`src/rtl/fwft_fifo_sync.sv`:
```
// Single-clock first-word-fall-through FIFO with an xpm_fifo-style flag and count set.
// Latency: write visible on dout one cycle after acceptance; flags/counts registered from next-state count.
// Backpressure: writes dropped while full (overflow pulse), reads dropped while empty (underflow pulse).
module fwft_fifo_sync #(
    parameter int FIFO_DEPTH        = 16,
    parameter int DATA_WIDTH        = 32,
    parameter int COUNT_WIDTH       = 5,
    parameter int PROG_FULL_THRESH  = 11,
    parameter int PROG_EMPTY_THRESH = 5,
    parameter int FULL_RESET_VALUE  = 1,
    parameter int RST_BUSY_CYCLES   = 4
) (
    input  logic                   clk,
    input  logic                   rst_n,
    input  logic                   wr_en,
    input  logic [DATA_WIDTH-1:0]  din,
    output logic                   full,
    output logic                   almost_full,
    output logic                   prog_full,
    output logic [COUNT_WIDTH-1:0] wr_data_count,
    output logic                   overflow,
    output logic                   wr_ack,
    output logic                   wr_rst_busy,
    input  logic                   rd_en,
    output logic [DATA_WIDTH-1:0]  dout,
    output logic                   empty,
    output logic                   almost_empty,
    output logic                   prog_empty,
    output logic [COUNT_WIDTH-1:0] rd_data_count,
    output logic                   underflow,
    output logic                   data_valid,
    output logic                   rd_rst_busy
);

    localparam int AW = $clog2(FIFO_DEPTH);
    localparam int PW = AW + 1;

    localparam logic [COUNT_WIDTH-1:0] FULL_C   = COUNT_WIDTH'(FIFO_DEPTH);
    localparam logic [COUNT_WIDTH-1:0] AFULL_C  = COUNT_WIDTH'(FIFO_DEPTH - 1);
    localparam logic [COUNT_WIDTH-1:0] PFULL_C  = COUNT_WIDTH'(PROG_FULL_THRESH);
    localparam logic [COUNT_WIDTH-1:0] PEMPTY_C = COUNT_WIDTH'(PROG_EMPTY_THRESH);
    localparam logic [COUNT_WIDTH-1:0] ONE_C    = COUNT_WIDTH'(1);
    localparam logic [3:0]             BUSY_C   = 4'(RST_BUSY_CYCLES);
    localparam logic                   FULL_RST = (FULL_RESET_VALUE != 0);

    logic [DATA_WIDTH-1:0]  mem_q [FIFO_DEPTH];

    logic [PW-1:0]          wptr_q, wptr_d;
    logic [PW-1:0]          rptr_q, rptr_d;
    logic [COUNT_WIDTH-1:0] count_q, count_d;
    logic [3:0]             busy_cnt_q, busy_cnt_d;

    logic full_q, full_d;
    logic afull_q, afull_d;
    logic pfull_q, pfull_d;
    logic empty_q, empty_d;
    logic aempty_q, aempty_d;
    logic pempty_q, pempty_d;
    logic ovf_q, ovf_d;
    logic unf_q, unf_d;
    logic ack_q, ack_d;

    logic busy;
    logic wr_acc;
    logic rd_acc;

    // Both sides come out of reset together, so one countdown serves wr and rd busy.
    assign busy   = (busy_cnt_q != 4'd0);
    // Acceptance uses the registered flags: a read in the same cycle never frees room for a write.
    assign wr_acc = wr_en && !full_q  && !busy;
    assign rd_acc = rd_en && !empty_q && !busy;

    // Next-state pointers, occupancy, flags and one-cycle status pulses.
    always_comb begin
        wptr_d     = wptr_q;
        rptr_d     = rptr_q;
        busy_cnt_d = busy_cnt_q;
        if (wr_acc) wptr_d = wptr_q + PW'(1);
        if (rd_acc) rptr_d = rptr_q + PW'(1);
        if (busy)   busy_cnt_d = busy_cnt_q - 4'd1;
        count_d  = COUNT_WIDTH'(wptr_d - rptr_d);
        full_d   = (count_d == FULL_C);
        afull_d  = (count_d >= AFULL_C);
        pfull_d  = (count_d >= PFULL_C);
        empty_d  = (count_d == '0);
        aempty_d = (count_d <= ONE_C);
        pempty_d = (count_d <= PEMPTY_C);
        ovf_d    = wr_en && full_q  && !busy;
        unf_d    = rd_en && empty_q && !busy;
        ack_d    = wr_acc;
    end

    // Control state with synchronous reset; reset reloads the busy countdown.
    always_ff @(posedge clk) begin
        if (!rst_n) begin
            wptr_q     <= '0;
            rptr_q     <= '0;
            count_q    <= '0;
            busy_cnt_q <= BUSY_C;
            full_q     <= 1'b0;
            afull_q    <= 1'b0;
            pfull_q    <= 1'b0;
            empty_q    <= 1'b1;
            aempty_q   <= 1'b1;
            pempty_q   <= 1'b1;
            ovf_q      <= 1'b0;
            unf_q      <= 1'b0;
            ack_q      <= 1'b0;
        end else begin
            wptr_q     <= wptr_d;
            rptr_q     <= rptr_d;
            count_q    <= count_d;
            busy_cnt_q <= busy_cnt_d;
            full_q     <= full_d;
            afull_q    <= afull_d;
            pfull_q    <= pfull_d;
            empty_q    <= empty_d;
            aempty_q   <= aempty_d;
            pempty_q   <= pempty_d;
            ovf_q      <= ovf_d;
            unf_q      <= unf_d;
            ack_q      <= ack_d;
        end
    end

    // Storage array: written on accepted writes only, never reset.
    always_ff @(posedge clk) begin
        if (rst_n && wr_acc) begin
            mem_q[wptr_q[AW-1:0]] <= din;
        end
    end

    // Head word falls through combinationally from the read pointer.
    assign dout          = mem_q[rptr_q[AW-1:0]];

    // Full-side flags hold their reset value until busy drops.
    assign full          = busy ? FULL_RST : full_q;
    assign almost_full   = busy ? FULL_RST : afull_q;
    assign prog_full     = busy ? FULL_RST : pfull_q;
    assign empty         = empty_q;
    assign almost_empty  = aempty_q;
    assign prog_empty    = pempty_q;
    assign data_valid    = !empty_q;
    assign wr_data_count = count_q;
    assign rd_data_count = count_q;
    assign overflow      = ovf_q;
    assign underflow     = unf_q;
    assign wr_ack        = ack_q;
    assign wr_rst_busy   = busy;
    assign rd_rst_busy   = busy;

endmodule

```
`config.mk`:
```
export PLATFORM = sky130hd
export DESIGN_NAME = fwft_fifo_sync
export DESIGN_NICKNAME = d
export VERILOG_FILES = /design/src/rtl/fwft_fifo_sync.sv
export SDC_FILE = /design/constraint.sdc
export NUM_CORES = 1
export LEC_CHECK = 0
export CAP_MARGIN = 10
export CORE_MARGIN = 2
export CORE_UTILIZATION = 56
export DETAILED_ROUTE_END_ITERATION = 8
export PLACE_DENSITY = 0.82
export SLEW_MARGIN = 25
export SYNTH_ARGS = -nofsm -noshare
export SYNTH_HDL_FRONTEND = slang
export SYNTH_SLANG_ARGS = --single-unit
```
`constraint.sdc`:
```
create_clock -name clk -period 6.79 [get_ports clk]
set_input_delay 1.6975 -clock clk [delete_from_list [all_inputs] [get_ports clk]]
set_output_delay 1.6975 -clock clk [all_outputs]
set_load 0.05 [all_outputs]
```
==> results of run 1 <==
==> registers in the layout, indices dropped and copies added, names as in the netlist <==
signal / cells
busy_cnt_q: 4
afull_q: 1
underflow: 1
almost_empty: 1
prog_empty: 1
overflow: 1
full_q: 1
wptr_q: 5
wr_ack: 1
empty: 1
rptr_q: 5
mem_q: 512
rd_data_count: 5
pfull_q: 1
==> cell families (layout without fill, tap and decap cells) <==
logic type                 count (synthesis)  after routing
buffers and inverters                     74            224
and+or+nand+nor                          137            137
adders and majority gates                 11             11
DFF                                      540            540
xor gates and xnor gates                  13             13
muxes                                    194            194
AOI/OAI and AO/OA                        168            168
==> worst min-delay path: stages, from the launching register on <==
cell and delay, ns:
dfxtp_1 0.32, nor2_1 0.10, a211oi_1 0.05
==> cell usage in the layout, fill, tap and decap left out, drive strengths merged, types with 3 or more instances in the layout <==
cell type | synthesis | final
a21oi | 38 | 38
a221oi | 32 | 32
a22oi | 32 | 32
and2 | 5 | 5
buf | 33 | 34
bufinv | 0 | 6
clkbuf | 31 | 61
clkdlybuf4s50 | 0 | 89
clkinv | 1 | 23
dfxtp | 28 | 28
edfxtp | 512 | 512
ha | 10 | 10
inv | 9 | 10
mux2 | 20 | 20
mux2i | 110 | 110
mux4 | 64 | 64
nand2 | 72 | 72
nand2b | 3 | 3
nor2 | 27 | 27
nor3 | 10 | 10
nor4 | 5 | 5
o21ai | 54 | 54
o31ai | 3 | 3
or2b | 3 | 3
xnor2 | 11 | 11
==> power groups by stage <==
stage                     registers (mW)  clock network, mW  logic (mW)
after floorplan                     3.80                  0       0.303
after global placement              3.78                  0       0.496
after detailed placement            3.78                  0       0.509
after CTS                           3.71               2.81       0.512
after global routing                3.70               2.92       0.546
final                               3.70               2.78       0.517
==> cell type report <==
type / count / area, um^2
flip-flops and latches: 540 / 15950
fillers: 2250 / 12260
multi-input cells: 523 / 4886
repair buffers: 123 / 1464
clock buffers: 61 / 1314
well taps: 468 / 585.6
clock inverters: 30 / 289.0
inverters: 10 / 37.54
==> layer usage <==
| layer | vias to the layer above | global-route usage (%) |
|---|---|---|
| met3 | 89 | 3.696 |
| met1 | 5743 | 33.54 |
| met2 | 679 | 40.64 |
| met5 | - | 0 |
| met4 | 0 | 8.744 |
| li1 | 4781 | - |
==> worst paths after layout <==
path                               from                         end  slack, ns  cells after the start
max                rptr_q[2]$_SDFF_PN0_                    dout[17]       0.78                      8
min          busy_cnt_q[1]$_SDFFE_PN0P_  busy_cnt_q[1]$_SDFFE_PN0P_       0.52                      2
max reg2reg  busy_cnt_q[0]$_SDFFE_PN0P_      mem_q[4][17]$_DFFE_PP_       2.99                      8
min reg2reg  busy_cnt_q[1]$_SDFFE_PN0P_  busy_cnt_q[1]$_SDFFE_PN0P_       0.52                      2
==> metrics, run 1 <==
slowest cell delay on critical path 1.00 ns; nature of the critical path endpoint primary output; total of max-cap violations 0; part of the power in the clock network 39.7%; DRT Pass-1 Iters 5; area delta synth->final 16.66%; clock sinks 540; Peak VDD IR 174.5 uV; Max Freq 166.4 MHz; Yosys warning count 0; multiplexer share of the synthesized area 13.17%; Post-Place Cells 1663; top-count cell post-synth edfxtp_1; GRT Util Overall 24.50%; CP arrival 4.31 ns; DR WL met2 23770 um; post-layout util 66.66%; placer congestion estimate 0.7887; hold_ws 0.5170 ns; Comb pwr share 7.4%; post-route ant nets 0; Placed Area 0.02289 mm^2; antenna violations before repair 0; hold crit path type flop to flop; largest cells by area after synthesis edfxtp_1 (73%), mux4_2 (6.9%), mux2i_1 (5.2%), dfxtp_1 (2.7%), a221oi_1 (1.3%); Cell Rows 70; Seq pwr share 52.9%; clk buf depth 3; largest family of logic cells by synthesized area multiplexers; leading area contributor after synthesis edfxtp_1; CTS H-tree depth 2; Layout Nets 1295; Final Cell Area 0.02452 mm^2; top_reg_cell synth edfxtp_1; setup_tns 0 ns; largest fanout on the critical path 42; fraction of layout cells with a size suffix above 1 16.86%; Clock Latency Late Sink 0.58 ns; grt ovf 0; final hold violation count 0; Yosys reg bits 540; I/O pin cnt 90; Avg Cell Area, Syn 18.49 um^2; Critical Path Source Type flop; first-pass GRT wire length 70600 um; Final WS setup 0.7808 ns; DR WL/cell 26.88 um; WL met3 4290 um; final non-filler cell total 1755; Initial Util 57.14%; status finished clean; final setup fails 0; post-synthesis adder-cell area fraction 0.6905%; DRC Markers 0; CP delay by family, top buffers and inverters; Worst EP required 5.09 ns; EDFF count, synth 512; vias in the first global route 11290; Psw 1.532 mW; Seq/Total Area, Yosys 75.81%; CTS tree built; leakage 7.553 nW; Mapped Area 0.02102 mm^2; via count 11290; core area 0.03679 mm^2; largest net degree at the start of global routing 53; Buffers & Inverters on Critical Path 2; cells after synthesis 1137; die area 0.03910 mm^2; Critical Setup Path Class flop to primary output; Rel. slew slack 30.00%; Die Y 197.7 um; Syn Nets 1184; slowest cell on the critical path dfxtp_2; Routed Wire Length 47170 um; post-synthesis xor/xnor area fraction 0.5774%; CTS root buf clkbuf_16; P_int 5.462 mW; PortBufs 89; top routing layer used met4; post-synth top area share 73.15%; CP dominant cell by count nand2_1; clock skew 0.01915 ns; Setup WS pre-CTS 1.404 ns; number of vias per cell 6.434; Die W 197.7 um; post-CTS setup buffers 0; Async SR Flop Fraction 0%; most frequent cells after synthesis edfxtp_1 (512), mux2i_1 (110), nand2_1 (72); Final Critical Period 6.009 ns; cts repair resizes 0; antenna fix cells 0; sw frac 21.91%; Netlist cell types 49; post-DP HPWL 26310 um; actual slew at the worst max-slew pin 1.048 ns; DRT iter0 DRCs 1183; Met1 Wirelength 18020 um; RSZ-0062 raised after global routing false; Tcrit/Tclk final 88.50%; Num CTS Buffers 50; power density cells 285.3 mW/mm^2; Compound-Gate Fraction of Synth Area 5.173%; Slew Viols, Final 0; crit-path cells nor2b_4 > buf_4 > nand2_1 > nand2_1 > a21oi_1 > a22oi_1 > nand2_1 > clkdlybuf4s50_1; Tot Pwr 6.995 mW; Worst-path clk slew 0.06 ns; number of hold buffers added after CTS 0; Synth Area in Simple Gates 3.072%
Power figures use the tool's default switching activity.
==> run 2, diff against run 1 <==
--- a/config.mk
+++ b/config.mk
@@ -10,6 +10,7 @@
 export CORE_UTILIZATION = 56
 export DETAILED_ROUTE_END_ITERATION = 8
 export PLACE_DENSITY = 0.82
+export SKIP_CTS_REPAIR_TIMING = 1
 export SLEW_MARGIN = 25
 export SYNTH_ARGS = -nofsm -noshare
 export SYNTH_HDL_FRONTEND = slang
==> results of run 2 <==
Same layout as run 1: the final DEF is identical, and so are final timing and power.
==> run 3, diff against run 2 <==
--- a/config.mk
+++ b/config.mk
@@ -6,10 +6,9 @@
 export NUM_CORES = 1
 export LEC_CHECK = 0
 export CAP_MARGIN = 10
-export CORE_MARGIN = 2
 export CORE_UTILIZATION = 56
 export DETAILED_ROUTE_END_ITERATION = 8
-export PLACE_DENSITY = 0.82
+export PLACE_DENSITY_LB_ADDON = 0.12
 export SKIP_CTS_REPAIR_TIMING = 1
 export SLEW_MARGIN = 25
 export SYNTH_ARGS = -nofsm -noshare
==> run 3 against run 2 <==
  * Routed wire length decreased by 8.0%
  * Sequential share of layout area up 0.35 points
  * Non-clock buffer count increased by 4
  * Utilization down 0.36 points
  * Worst setup slack improved by 0.43 ns
  * Sequential power barely moved
  * Cell area decreased by 0.54%
  * Final cell count increased by 0.46%
  * Clock-buffer cell count increased by 12
==> metrics, run 3 (synthesis results as in run 1) <==
Crit Reg-Reg Startpoint busy_cnt_q[0]$_SDFFE_PN0P_; status finished clean; Critical Path Source Type flop; Seq pwr share 53.4%; post-DP HPWL 25540 um; Worst EP required 5.09 ns; Worst Hold Launch busy_cnt_q[1]$_SDFFE_PN0P_; CTS tree built; via count 10650; reg2reg path depth 8; Num CTS Buffers 52; Rel. slew slack 27.41%; total of max-cap violations 0; CTS root buf clkbuf_16; Slew Viols, Final 0; Max Freq 179.2 MHz; Tot Pwr 6.951 mW; area delta synth->final 16.04%; R2R Path End mem_q[14][31]$_DFFE_PP_; DRT iter0 DRCs 770; Tcrit/Tclk final 82.17%; hold path cells 2; number of vias per cell 6.041; Peak VDD IR 243.0 uV; GRT Util Overall 23.43%; P_int 5.431 mW; Critical Setup Path Class flop to primary output; antenna violations before repair 0; most common cell after layout, fill and taps aside edfxtp_1; vias in the first global route 10970; post-layout util 66.30%; core area 0.03679 mm^2; Final Cell Area 0.02439 mm^2; Setup WS pre-CTS 1.532 ns; hold endpoint busy_cnt_q[1]$_SDFFE_PN0P_; antenna fix cells 0; hold_ws 0.5209 ns; nature of the critical path endpoint primary output; DR WL/cell 24.61 um; die area 0.03831 mm^2; hold crit path type flop to flop; clk buf depth 3; Final Critical Period 5.580 ns; clock skew 0.02201 ns; I/O pin cnt 90; CP arrival 3.88 ns; CTS H-tree depth 2; largest net degree at the start of global routing 67; DRC Markers 0; power density cells 285.0 mW/mm^2; Final WS setup 1.210 ns; Die W 195.7 um; PortBufs 89; Worst-path clk slew 0.06 ns; final non-filler cell total 1763; final hold violation count 0; Placed Area 0.02278 mm^2; actual slew at the worst max-slew pin 1.086 ns; first-pass GRT wire length 66370 um; RSZ-0062 raised after global routing false; Layout Nets 1301; most frequent cells in the layout edfxtp_1 (512), mux2i_1 (110), clkdlybuf4s50_1 (89); Clock Latency Late Sink 0.59 ns; Post-Place Cells 1668; fraction of layout cells with a size suffix above 1 16.68%; Initial Util 57.14%; final setup fails 0; post-route ant nets 0; part of the power in the clock network 39.4%; clock sinks 540; Comb pwr share 7.3%; largest fanout on the critical path 49; Cell Rows 70; placer congestion estimate 0.7564; DRT Pass-1 Iters 5; leakage 7.520 nW; Routed Wire Length 43380 um; grt ovf 0; sw frac 21.86%; R2R Setup Slk 3.02 ns; max reg flops 512; Die Y 195.7 um; setup_tns 0 ns; Psw 1.520 mW
==> run 3: changes by cell type in the layout (fill, tap and decap cells not counted), moves of 3 or more <==
cell       previous run  this run
buf_16                9         4
clkbuf_1             10        19
buf_12               11         6
buf_4                14        27
clkbuf_16            51        54
clkinv_2              8         3
bufinv_16             6         3
==> run 3: power groups by stage <==
stage / clock network [mW] / logic (mW) / registers, mW
after floorplan: 0 / 0.303 / 3.80
after CTS: 2.78 / 0.511 / 3.71
after global routing: 2.90 / 0.536 / 3.71
final: 2.74 / 0.506 / 3.71
after detailed placement: 0 / 0.509 / 3.78
after global placement: 0 / 0.504 / 3.78
==> run 3: cell type report <==
type | count | area, um^2
Clock buffer | 73 | 1423
Clock inverter | 22 | 178.9
Fill cell | 2495 | 12400
Inverter | 10 | 37.54
Multi-Input combinational cell | 523 | 4885
Sequential cell | 540 | 15950
Tap cell | 468 | 585.6
Timing Repair Buffer | 127 | 1335
==> run 3: worst max-delay path by stage <==
stage / depth (start not counted) / to / start / slack, ns
final: 6 / dout[2] / rptr_q[0]$_SDFF_PN0_ / 1.21
after global placement: 7 / mem_q[14][5]$_DFFE_PP_ / rst_n / 1.55
after global routing: 6 / dout[2] / rptr_q[0]$_SDFF_PN0_ / 1.06
after CTS: 6 / dout[2] / rptr_q[0]$_SDFF_PN0_ / 1.21
after detailed placement: 7 / mem_q[14][5]$_DFFE_PP_ / rst_n / 1.53
after floorplan: 2 / mem_q[15][0]$_DFFE_PP_ / rst_n / 1.21
==> run 3: layer usage <==
metal  track usage, %  vias to the layer above  wire [um]
met5                0                        -          0
met2            38.43                      301      21040
met4            7.726                        0       1129
li1                 -                     4803          -
met3            3.249                       67       2144
met1            32.88                     5479      19070
==> run 3: critical path, stage by stage (launching register included) <==
cell             delay, ns
dfxtp_4               0.99
buf_4                 0.49
mux2i_1               0.14
a221oi_1              0.55
o21ai_0               0.16
nand2_1               0.12
clkdlybuf4s50_1       0.80
==> RTL change (config.mk and constraints of run 1) <==
Change the parameter `FIFO_DEPTH` from 16 to 32.
--- a/src/rtl/fwft_fifo_sync.sv
+++ b/src/rtl/fwft_fifo_sync.sv
@@ -2,7 +2,7 @@
 // Latency: write visible on dout one cycle after acceptance; flags/counts registered from next-state count.
 // Backpressure: writes dropped while full (overflow pulse), reads dropped while empty (underflow pulse).
 module fwft_fifo_sync #(
-    parameter int FIFO_DEPTH        = 16,
+    parameter int FIFO_DEPTH        = 32,
     parameter int DATA_WIDTH        = 32,
     parameter int COUNT_WIDTH       = 5,
     parameter int PROG_FULL_THRESH  = 11,
Formal check against the unedited RTL: not equivalent (Yosys sat finds a counterexample within 10 cycles, from zero or initial values and one cycle with rst_n low).
==> RTL change against run 1 <==
Final area is 89% higher; area after synthesis is 92% higher; clock skew is 10 ps higher; worst setup slack better by 91 ps; global-route usage is 3.7 points higher; die area is 90% higher; total power is 93% higher; routed wire length is 120% higher; sequential cell count is 512 higher; highest routed layer is now met5.
==> RTL change: results (changes against run 1) <==
| Metric | Value |
|---|---|
| Hold Path Class | `reg2reg (unchanged)` |
| Finished Layout Cells | `2857 (was 1755)` |
| Setup Crit Path Kind | `reg2out (unchanged)` |
| Post-Place Cells | `2666 (was 1663)` |
| Crit path from | `rptr_q[0]$_SDFF_PN0_ (was rptr_q[2]$_SDFF_PN0_)` |
| WL met1 | `34.35 mm (was 18.02 mm)` |
| Initial antenna violation count | `2 (was 0)` |
| Max Fanout on Critical Path | `33 (was 42)` |
| Post-Synthesis Cells | `1662 (was 1137)` |
| Pin count of the biggest net entering global routing | `57 (was 53)` |
| DR iter-0 viols | `3073 (was 1183)` |
| Share of layout cells above drive strength 1 | `32.90% (was 16.86%)` |
| Top Layer Used | `met5 (was met4)` |
| RD Place Congestion | `0.8181 (was 0.7887)` |
| CTS Buf Count | `99 (was 50)` |
| Post-synthesis adder-cell area fraction | `0.3880% (was 0.6905%)` |
| Post-synth EDFFs | `1024 (was 512)` |
| Peak supply drop | `0.1865 mV (was 0.1745 mV)` |
| Async S/R FF share, synth | `0% (unchanged)` |
| Worst skew pair latency | `680 ps (was 580 ps)` |
| Setup Slack @ Placement | `1460 ps (was 1404 ps)` |
| Area after DPL | `42810 um2 (was 22890 um2)` |
| Hpwl dp | `49.52 mm (was 26.31 mm)` |
| Post-synth top cells | `edfxtp_1, mux4_2, nor2_1, clkbuf_1, mux2_2 (was edfxtp_1, mux2i_1, nand2_1, mux4_2, o21ai_0)` |
| Multiplexer share of the synthesized area | `18.83% (was 13.17%)` |
| Register area share after synthesis | `77.68% (was 75.81%)` |
| First-pass GRT wire length | `146.9 mm (was 70.60 mm)` |
| Crit path DAT | `4220 ps (was 4310 ps)` |
| Final #Nets | `1869 (was 1295)` |
| Slew Limit Headroom | `24.53% (was 30.00%)` |
| Routed WL | `103.7 mm (was 47.17 mm)` |
| R2R cell count | `14 (was 8)` |
| Gr usage total | `28.24% (was 24.50%)` |
| Status | `finished clean (unchanged)` |
| Metal2 WL | `54.17 mm (was 23.77 mm)` |
| DRT Pass-1 Iters | `5 (unchanged)` |
| Compound-gate portion of the synthesized area | `0.3042% (was 5.173%)` |
| Synth top area cells | `edfxtp_1, mux4_2, dfxtp_1 (was edfxtp_1, mux4_2, mux2i_1)` |
| Layout fillers | `4258 (was 2250)` |
| Hold path startpoint | `full_q$_SDFF_PN0_ (was busy_cnt_q[1]$_SDFFE_PN0P_)` |
| H-tree Lvls | `3 (was 2)` |
| Met3 WL | `10.28 mm (was 4.290 mm)` |
| Layout Skew | `29.54 ps (was 19.15 ps)` |
| Ys flop type | `edfxtp_1 (unchanged)` |
| Vias in the first global route | `20270 (was 11290)` |
| Pleak | `13.98 nW (was 7.553 nW)` |
| Post-Synth XOR/XNOR Area | `0.4532% (was 0.5774%)` |
| Largest register FFs | `1024 (was 512)` |
| DR vias | `19480 (was 11290)` |
-- RTL change: cell types whose count changed after synthesis, sizes merged, moves of 32 or more --
| cell | delta |
|---|---|
| o21ai | -50 |
| a221oi | -32 |
| nand2 | -59 |
| edfxtp | +512 |
| mux4 | +256 |
| a21oi | -34 |
| mux2i | -109 |
-- RTL change: cell families after synthesis --
kind of cell	Yosys count
AOI/OAI and AO/OA	19
xor gates and xnor gates	17
buffers and inverters	100
adders and majority gates	12
DFF	1052
and+or+nand+nor	108
muxes	354
-- RTL change: layout make-up --
cell class	instances	area, um2	area share (%)
Sequential cell	1052	31320	67.74
Clock inverter	67	798.3	1.726
Timing Repair Buffer	147	1454	3.144
Antenna cell	1	2.502	0.005412
Inverter	12	47.55	0.1028
Multi-Input combinational cell	510	8835	19.11
Tap cell	950	1189	2.571
Clock buffer	118	2591	5.604
-- RTL change: worst paths after layout --
check | slack, ps | to
hold / removal | 480 | overflow$_SDFF_PN0_
setup / recovery | 870 | dout[19]
hold reg to reg | 480 | overflow$_SDFF_PN0_
setup reg to reg | 2690 | prog_empty$_SDFF_PN1_
-- RTL change: layer usage --
layer	up-vias	GRT usage (%)
met3	307	5.290
met5	-	0
met2	1537	47.98
li1	7434	-
met4	2	13.91
met1	10200	35.29
-- RTL change: worst max-delay path: stages (launching register included) --
cell and delay (ps):
dfxtp_4 810, buf_4 500, mux4_2 630, mux4_2 550, mux2_2 330, clkdlybuf4s50_1 710
-- RTL change: report_power, final --
group | internal [mW] | switching [mW] | total (mW)
logic | 0.187 | 0.340 | 0.527
clock network | 3.35 | 2.48 | 5.83
registers | 7.15 | 0.0227 | 7.17
total | 10.7 | 2.84 | 13.5
